$ cat config.mk
export PLATFORM = sky130hd
export DESIGN_NAME = alu_issue_arbiter
export DESIGN_NICKNAME = d
export VERILOG_FILES = /design/src/rtl/alu_issue_arbiter.sv
export SDC_FILE = /design/constraint.sdc
export NUM_CORES = 1
export LEC_CHECK = 0
export BUFFER_PORTS_ARGS = -buffer_cell sky130_fd_sc_hd__buf_4
export CORE_AREA = 2 2 115 117
export DETAILED_ROUTE_END_ITERATION = 6
export DIE_AREA = 0 0 117 119
export GPL_ROUTABILITY_DRIVEN = 0
export GPL_TIMING_DRIVEN = 1
export PLACE_DENSITY = 0.8
export SYNTH_ARGS = -nofsm -noshare
export SYNTH_HDL_FRONTEND = slang
export SYNTH_SLANG_ARGS = --single-unit
$ cat constraint.sdc
create_clock -name i_clk -period 1.65 [get_ports i_clk]
set_clock_uncertainty 0.2 [all_clocks]
set_input_delay 0.33 -clock i_clk [delete_from_list [all_inputs] [get_ports i_clk]]
set_output_delay 0.33 -clock i_clk [all_outputs]
set_load 0.1 [all_outputs]
$ cat src/rtl/alu_issue_arbiter.sv
// Round-robin sharing of the EX-stage ALU between the pipeline (port 0) and the debug unit (port 1),
// with issue and response registers. Define ALU_ARB_STATS_EN to add saturating per-port grant counters.
module alu_issue_arbiter #(
  parameter int NB_OP   = 6,
  parameter int NB_DATA = 32
`ifdef ALU_ARB_STATS_EN
  ,
  parameter int NB_CNT  = 16
`endif
) (
  input  logic               i_clk,
  input  logic               i_rst_n,
  input  logic               i_req0_valid,
  output logic               o_req0_ready,
  input  logic [NB_OP-1:0]   i_req0_opcode,
  input  logic [NB_DATA-1:0] i_req0_op1,
  input  logic [NB_DATA-1:0] i_req0_op2,
  input  logic [4:0]         i_req0_shamt,
  input  logic               i_req1_valid,
  output logic               o_req1_ready,
  input  logic [NB_OP-1:0]   i_req1_opcode,
  input  logic [NB_DATA-1:0] i_req1_op1,
  input  logic [NB_DATA-1:0] i_req1_op2,
  input  logic [4:0]         i_req1_shamt,
  output logic [NB_OP-1:0]   o_alu_opcode,
  output logic [NB_DATA-1:0] o_alu_operand1,
  output logic [NB_DATA-1:0] o_alu_operand2,
  output logic [4:0]         o_alu_shamt,
  input  logic [NB_DATA-1:0] i_alu_result,
  output logic               o_rsp_valid,
  output logic               o_rsp_id,
  output logic [NB_DATA-1:0] o_rsp_data,
  input  logic               i_rsp_ready
`ifdef ALU_ARB_STATS_EN
  ,
  output logic [NB_CNT-1:0]  o_grant_cnt0,
  output logic [NB_CNT-1:0]  o_grant_cnt1
`endif
);

  typedef enum logic {
    PORT0 = 1'b0,
    PORT1 = 1'b1
  } port_e;

  logic  s1_valid;
  port_e s1_id;
  port_e last_grant;
  logic  s2_take;
  logic  s1_free;
  logic  grant0;
  logic  grant1;

  // Grants are gated by s1_free so readies fall together when both stages are stalled.
  always_comb begin
    s2_take = !o_rsp_valid || i_rsp_ready;
    s1_free = !s1_valid || s2_take;
    grant0  = s1_free && i_req0_valid && (!i_req1_valid || last_grant == PORT1);
    grant1  = s1_free && i_req1_valid && (!i_req0_valid || last_grant == PORT0);
  end

  assign o_req0_ready = grant0;
  assign o_req1_ready = grant1;

  always_ff @(posedge i_clk) begin
    if (!i_rst_n) begin
      o_rsp_valid <= 1'b0;
      o_rsp_id    <= 1'b0;
      o_rsp_data  <= '0;
    end else if (s2_take) begin
      o_rsp_valid <= s1_valid;
      if (s1_valid) begin
        o_rsp_id   <= s1_id;
        o_rsp_data <= i_alu_result;
      end
    end
  end

  // The ALU-facing registers keep their last payload when s1 drains.
  always_ff @(posedge i_clk) begin
    if (!i_rst_n) begin
      s1_valid       <= 1'b0;
      s1_id          <= PORT0;
      o_alu_opcode   <= '0;
      o_alu_operand1 <= '0;
      o_alu_operand2 <= '0;
      o_alu_shamt    <= '0;
    end else if (s1_free) begin
      s1_valid <= grant0 || grant1;
      if (grant0) begin
        s1_id          <= PORT0;
        o_alu_opcode   <= i_req0_opcode;
        o_alu_operand1 <= i_req0_op1;
        o_alu_operand2 <= i_req0_op2;
        o_alu_shamt    <= i_req0_shamt;
      end else if (grant1) begin
        s1_id          <= PORT1;
        o_alu_opcode   <= i_req1_opcode;
        o_alu_operand1 <= i_req1_op1;
        o_alu_operand2 <= i_req1_op2;
        o_alu_shamt    <= i_req1_shamt;
      end
    end
  end

  always_ff @(posedge i_clk) begin
    if (!i_rst_n) begin
      last_grant <= PORT1;
    end else if (grant0 || grant1) begin
      last_grant <= grant1 ? PORT1 : PORT0;
    end
  end

`ifdef ALU_ARB_STATS_EN
  always_ff @(posedge i_clk) begin
    if (!i_rst_n) begin
      o_grant_cnt0 <= '0;
      o_grant_cnt1 <= '0;
    end else begin
      if (grant0 && o_grant_cnt0 != '1) o_grant_cnt0 <= o_grant_cnt0 + NB_CNT'(1);
      if (grant1 && o_grant_cnt1 != '1) o_grant_cnt1 <= o_grant_cnt1 + NB_CNT'(1);
    end
  end
`endif

endmodule
Word level (Yosys, flattened, before mapping)
Index checks and enable logic that the tools add are counted.
{"block": "word_totals", "register_bits": 112, "latchBits": 0, "mem_bits_rw": 0, "romBits": 0, "output_inout_bits": 111, "mem_count": 0}
{"block": "classes", "add_sub_neg": 0, "multipliers": 0, "n_div": 0, "n_lt_le_gt_ge": 0, "eq_ne": 0, "shift": 0, "mux": 11, "bitwise_logic": 1, "n_reduce_logical": 16}
{"cell": "two-way mux 32 bit", "count": 4}
{"cell": "two-way mux 6 bit", "count": 2}
{"cell": "two-way mux 5 bit", "count": 2}
{"cell": "logical OR 1 bit", "count": 5}
{"cell": "logical AND 1 bit", "count": 4}
{"cell": "logical NOT 1 bit", "count": 4}
{"cell": "AND reduction 2 bit", "count": 2}
{"cell": "two-way mux 1 bit", "count": 3}
{"cell": "nonzero test 2 bit", "count": 1}
{"cell": "inverter 1 bit", "count": 1}

Longest topological paths before layout
{"block": "depth", "ltp_word": 7, "mapped_depth": 7}

Least setup slack after synthesis
Ideal clock, no wire load.
{"block": "synth_path", "path_kind": "flip-flop to output port", "start": "reg o_rsp_valid", "end": "out o_req0_ready", "arrival_time_ns": 3.398, "required_ns": 1.120, "path_slack_ns": -2.278, "path_stages_with_launch": 5, "path_buffers": 2, "cell_sequence": "dfxtp_1 -> nand3b_2 -> buf_6 -> buf_2 -> nor3b_1"}
{"block": "synth_between", "elab_chain_cells": 5}
{"item": "start, declared", "line": "30", "text": "output logic o_rsp_valid,"}
{"item": "start signal, assigned", "line": "71", "text": "o_rsp_valid <= s1_valid;"}
{"item": "logical NOT 1 bit", "line": "56", "text": "s2_take = !o_rsp_valid || i_rsp_ready;"}
{"item": "logical OR 1 bit", "line": "56"}
{"item": "logical OR 1 bit", "line": "57", "text": "s1_free = !s1_valid || s2_take;"}
{"item": "logical AND 1 bit (2 in series)", "line": "58", "text": "grant0 = s1_free && i_req0_valid && (!i_req1_valid || last_grant == PORT1);"}
{"item": "end, declared", "line": "14", "text": "output logic o_req0_ready,"}
No other way between the ends.

Worst setup path in the final report
{"block": "layout_path", "start": "reg o_rsp_valid", "end": "out o_req1_ready"}
{"block": "layout_between", "elab_chain_cells": 5}
{"item": "logical NOT 1 bit", "line": "56"}
{"item": "logical OR 1 bit", "line": "56"}
{"item": "logical OR 1 bit", "line": "57"}
{"item": "logical AND 1 bit (2 in series)", "line": "59", "text": "grant1 = s1_free && i_req1_valid && (!i_req0_valid || last_grant == PORT0);"}
{"item": "end, declared", "line": "20", "text": "output logic o_req1_ready,"}
No other way between the ends.

==> run summary <==
status -> finished with violations
failing checks -> setup timing
global route total overflow -> 0
drt first pass iters -> 5
Mapped Area -> 5270 µm²
synth top area cells -> dfxtp_1, a22oi_2, o32ai_2
dpl hpwl -> 12.8 mm
clk root buf -> clkbuf_16
antenna viol nets, final -> 0
core area -> 12,900 µm²
Hold WS -> 33.0 ps
RSZ-0062 raised after global routing -> true
syn avg cell area -> 10.1 µm²
Final Hold Vio Count -> 0
crit path launch type -> flip-flop
main flop type after synthesis -> dfxtp_1
top cell type's share of synthesized area -> 0.425
max_cap viols -> 0
Setup WS post-layout -> -173 ps
Layout Nets -> 990
synth unique cells -> 27
Setup crit end kind -> primary output
initial antenna violation count -> 0
Leak -> 3.67 nW
# IOs -> 298
GRT Total Usage -> 0.243
CTS tree -> built
xor and xnor area share after synthesis -> 0
vias post-DR -> 5,548
Avg WL per Cell -> 19.1 µm
crit share post-route -> 1.10
min-delay worst type -> in2reg
final non-filler cell total -> 984
most frequent cell after synthesis -> dfxtp_1
vias in the first global route -> 5,480
H-Tree Depth -> 3
M1 GR Usage -> 0.273
Clk pin slew, worst setup/hold paths -> 80 ps
Hold Buf Count CTS -> 0
die height -> 119 µm
Power Dens Cells -> 1100 nW/µm²
Worst EP required -> 1120 ps
area delta synth->final -> 64.2%
Post-Syn Instances -> 522
shortest period the worst path allows -> 1820 ps
average vias per placed instance -> 5.64
Layout fillers -> 955
post-route setup TNS -> -331 ps
post-synthesis simple-gate area fraction -> 0.0956
Post-Route WL -> 18.8 mm
clk buf depth -> 2
Max Fclk -> 549 MHz
pin count of the biggest net entering global routing -> 65
Peak VDD IR -> 0.622 mV
post-synth top area cell -> dfxtp_1
layout cells sized above 1 -> 0.587
largest family of logic cells by synthesized area -> compound AO/OA/AOI/OAI gates
initial detailed-routing violation count -> 258
adder-cell share of the synthesized area -> 0
PortBufs -> 297
Synth async-reset ratio -> 0
mux share of post-synthesis cell area -> 0
register area share after synthesis -> 0.425
Synthesized Nets -> 709
endpoints failing setup -> 3
Pwr Total -> 0.00953 W
slew margin rel. -> 0.690
DRC -> 0
slew of the pin with the lowest slew margin -> 465 ps
synth warn -> 0
flops & latches, synth -> 112
M2 GR Usage -> 0.421
Compound-Gate Fraction of Synth Area -> 0.396
Critical Path Fanout Max -> 3
total CTS buffers -> 9
Post-synth top cells -> dfxtp_1, nand2_1, a22oi_2, o32ai_1, a21oi_1
Post-synth EDFFs -> 0
Skew-Pair Late Insertion Delay -> 350 ps
WP data arrival -> 1290 ps
CP Class -> reg2out
busiest layer in global routing -> met2
first-pass GRT wire length -> 26.8 mm
Post-Place Worst Slack -> -53.0 ps
placed cell count -> 959
Slew Viols, Final -> 0
Initial Util -> 0.410
n_diodes -> 0
GR Layer Usage met3 -> 0.0646
# rows -> 42
Die ar. -> 13,900 µm²
clk sinks -> 112
Die Wd -> 117 µm
==> critical path, stage by stage (launching register included) <==
cell and delay, ps:
dfxtp_4 360, and2b_2 220, a21oi_4 170, buf_12 190
==> kinds of logic (layout without fill, tap and decap cells) <==
logic type	count (synthesis)	count (layout)
and+or+nand+nor	116	116
AOI/OAI and AO/OA	223	223
DFF	112	112
buffers and inverters	71	357
==> report_power, final <==
| group | internal (W) | switching [W] | leakage, nW |
|---|---|---|---|
| registers | 0.00298 | 0.000158 | 0.933 |
| clock network | 0.00135 | 0.00103 | 0.155 |
| logic | 0.00120 | 0.00282 | 2.58 |
| total | 0.00552 | 0.00401 | 3.67 |
==> worst paths after layout <==
| kind | start | to | slack [ps] | cells after the start |
|---|---|---|---|---|
| setup / recovery | o_rsp_valid | o_req1_ready | -170 | 3 |
| hold reg to reg | o_alu_operand1[27] | o_alu_operand1[27] | 260 | 2 |
| hold / removal | i_alu_result[11] | o_rsp_data[11] | 30 | 3 |
| setup reg to reg | last_grant | o_alu_operand2[21] | -10 | 6 |
==> metal layers <==
metal,up-vias,part of all wire
li1,2563,-
met1,2651,0.37
met2,278,0.51
met3,56,0.081
met4,0,0.040
met5,-,0
==> state kept, by name (all words and copies together) (netlist names) <==
name,flops
last_grant,1
o_alu_opcode,6
o_alu_operand1,32
o_alu_operand2,32
o_alu_shamt,5
o_rsp_data,32
o_rsp_id,1
o_rsp_valid,1
s1_id,1
s1_valid,1
==> cell usage in the layout (no fill, tap or decap), types with 3 or more instances in the layout <==
master / count
a21oi_1: 35
a22oi_1: 24
a22oi_2: 51
buf_12: 13
buf_4: 315
buf_6: 6
clkbuf_16: 12
dfxtp_1: 109
dfxtp_4: 3
nand2_1: 76
nand3_1: 33
o21ai_0: 27
o21ai_1: 6
o32ai_1: 16
o32ai_2: 41
o32ai_4: 18
==> what timing repair did <==
item                                    CTS  global route
endpoints found under the setup margin    3            36
resized for setup                        24            41
pin swaps                                 3            16
buffers inserted                          3             2
gates cloned                              0             4
endpoints found under the hold margin     0             0
==> through the flow <==
step / instance area (µm²) / util
after floorplan: 5320 / -
after global placement: 7730 / 0.601
after detailed placement: 7730 / 0.601
after CTS: 8220 / 0.639
after global routing: 8660 / 0.673
final: 8660 / 0.673
==> final cells by class <==
class	count	area (µm²)	area share
clock buffers	10	229	0.0264
clock inverters	6	92.6	0.0107
inverters	3	11.3	0.00130
multi-input cells	339	3060	0.353
flip-flops and latches	112	2250	0.260
well taps	176	220	0.0254
repair buffers	338	2800	0.323
(Power assumes the default switching activity.)
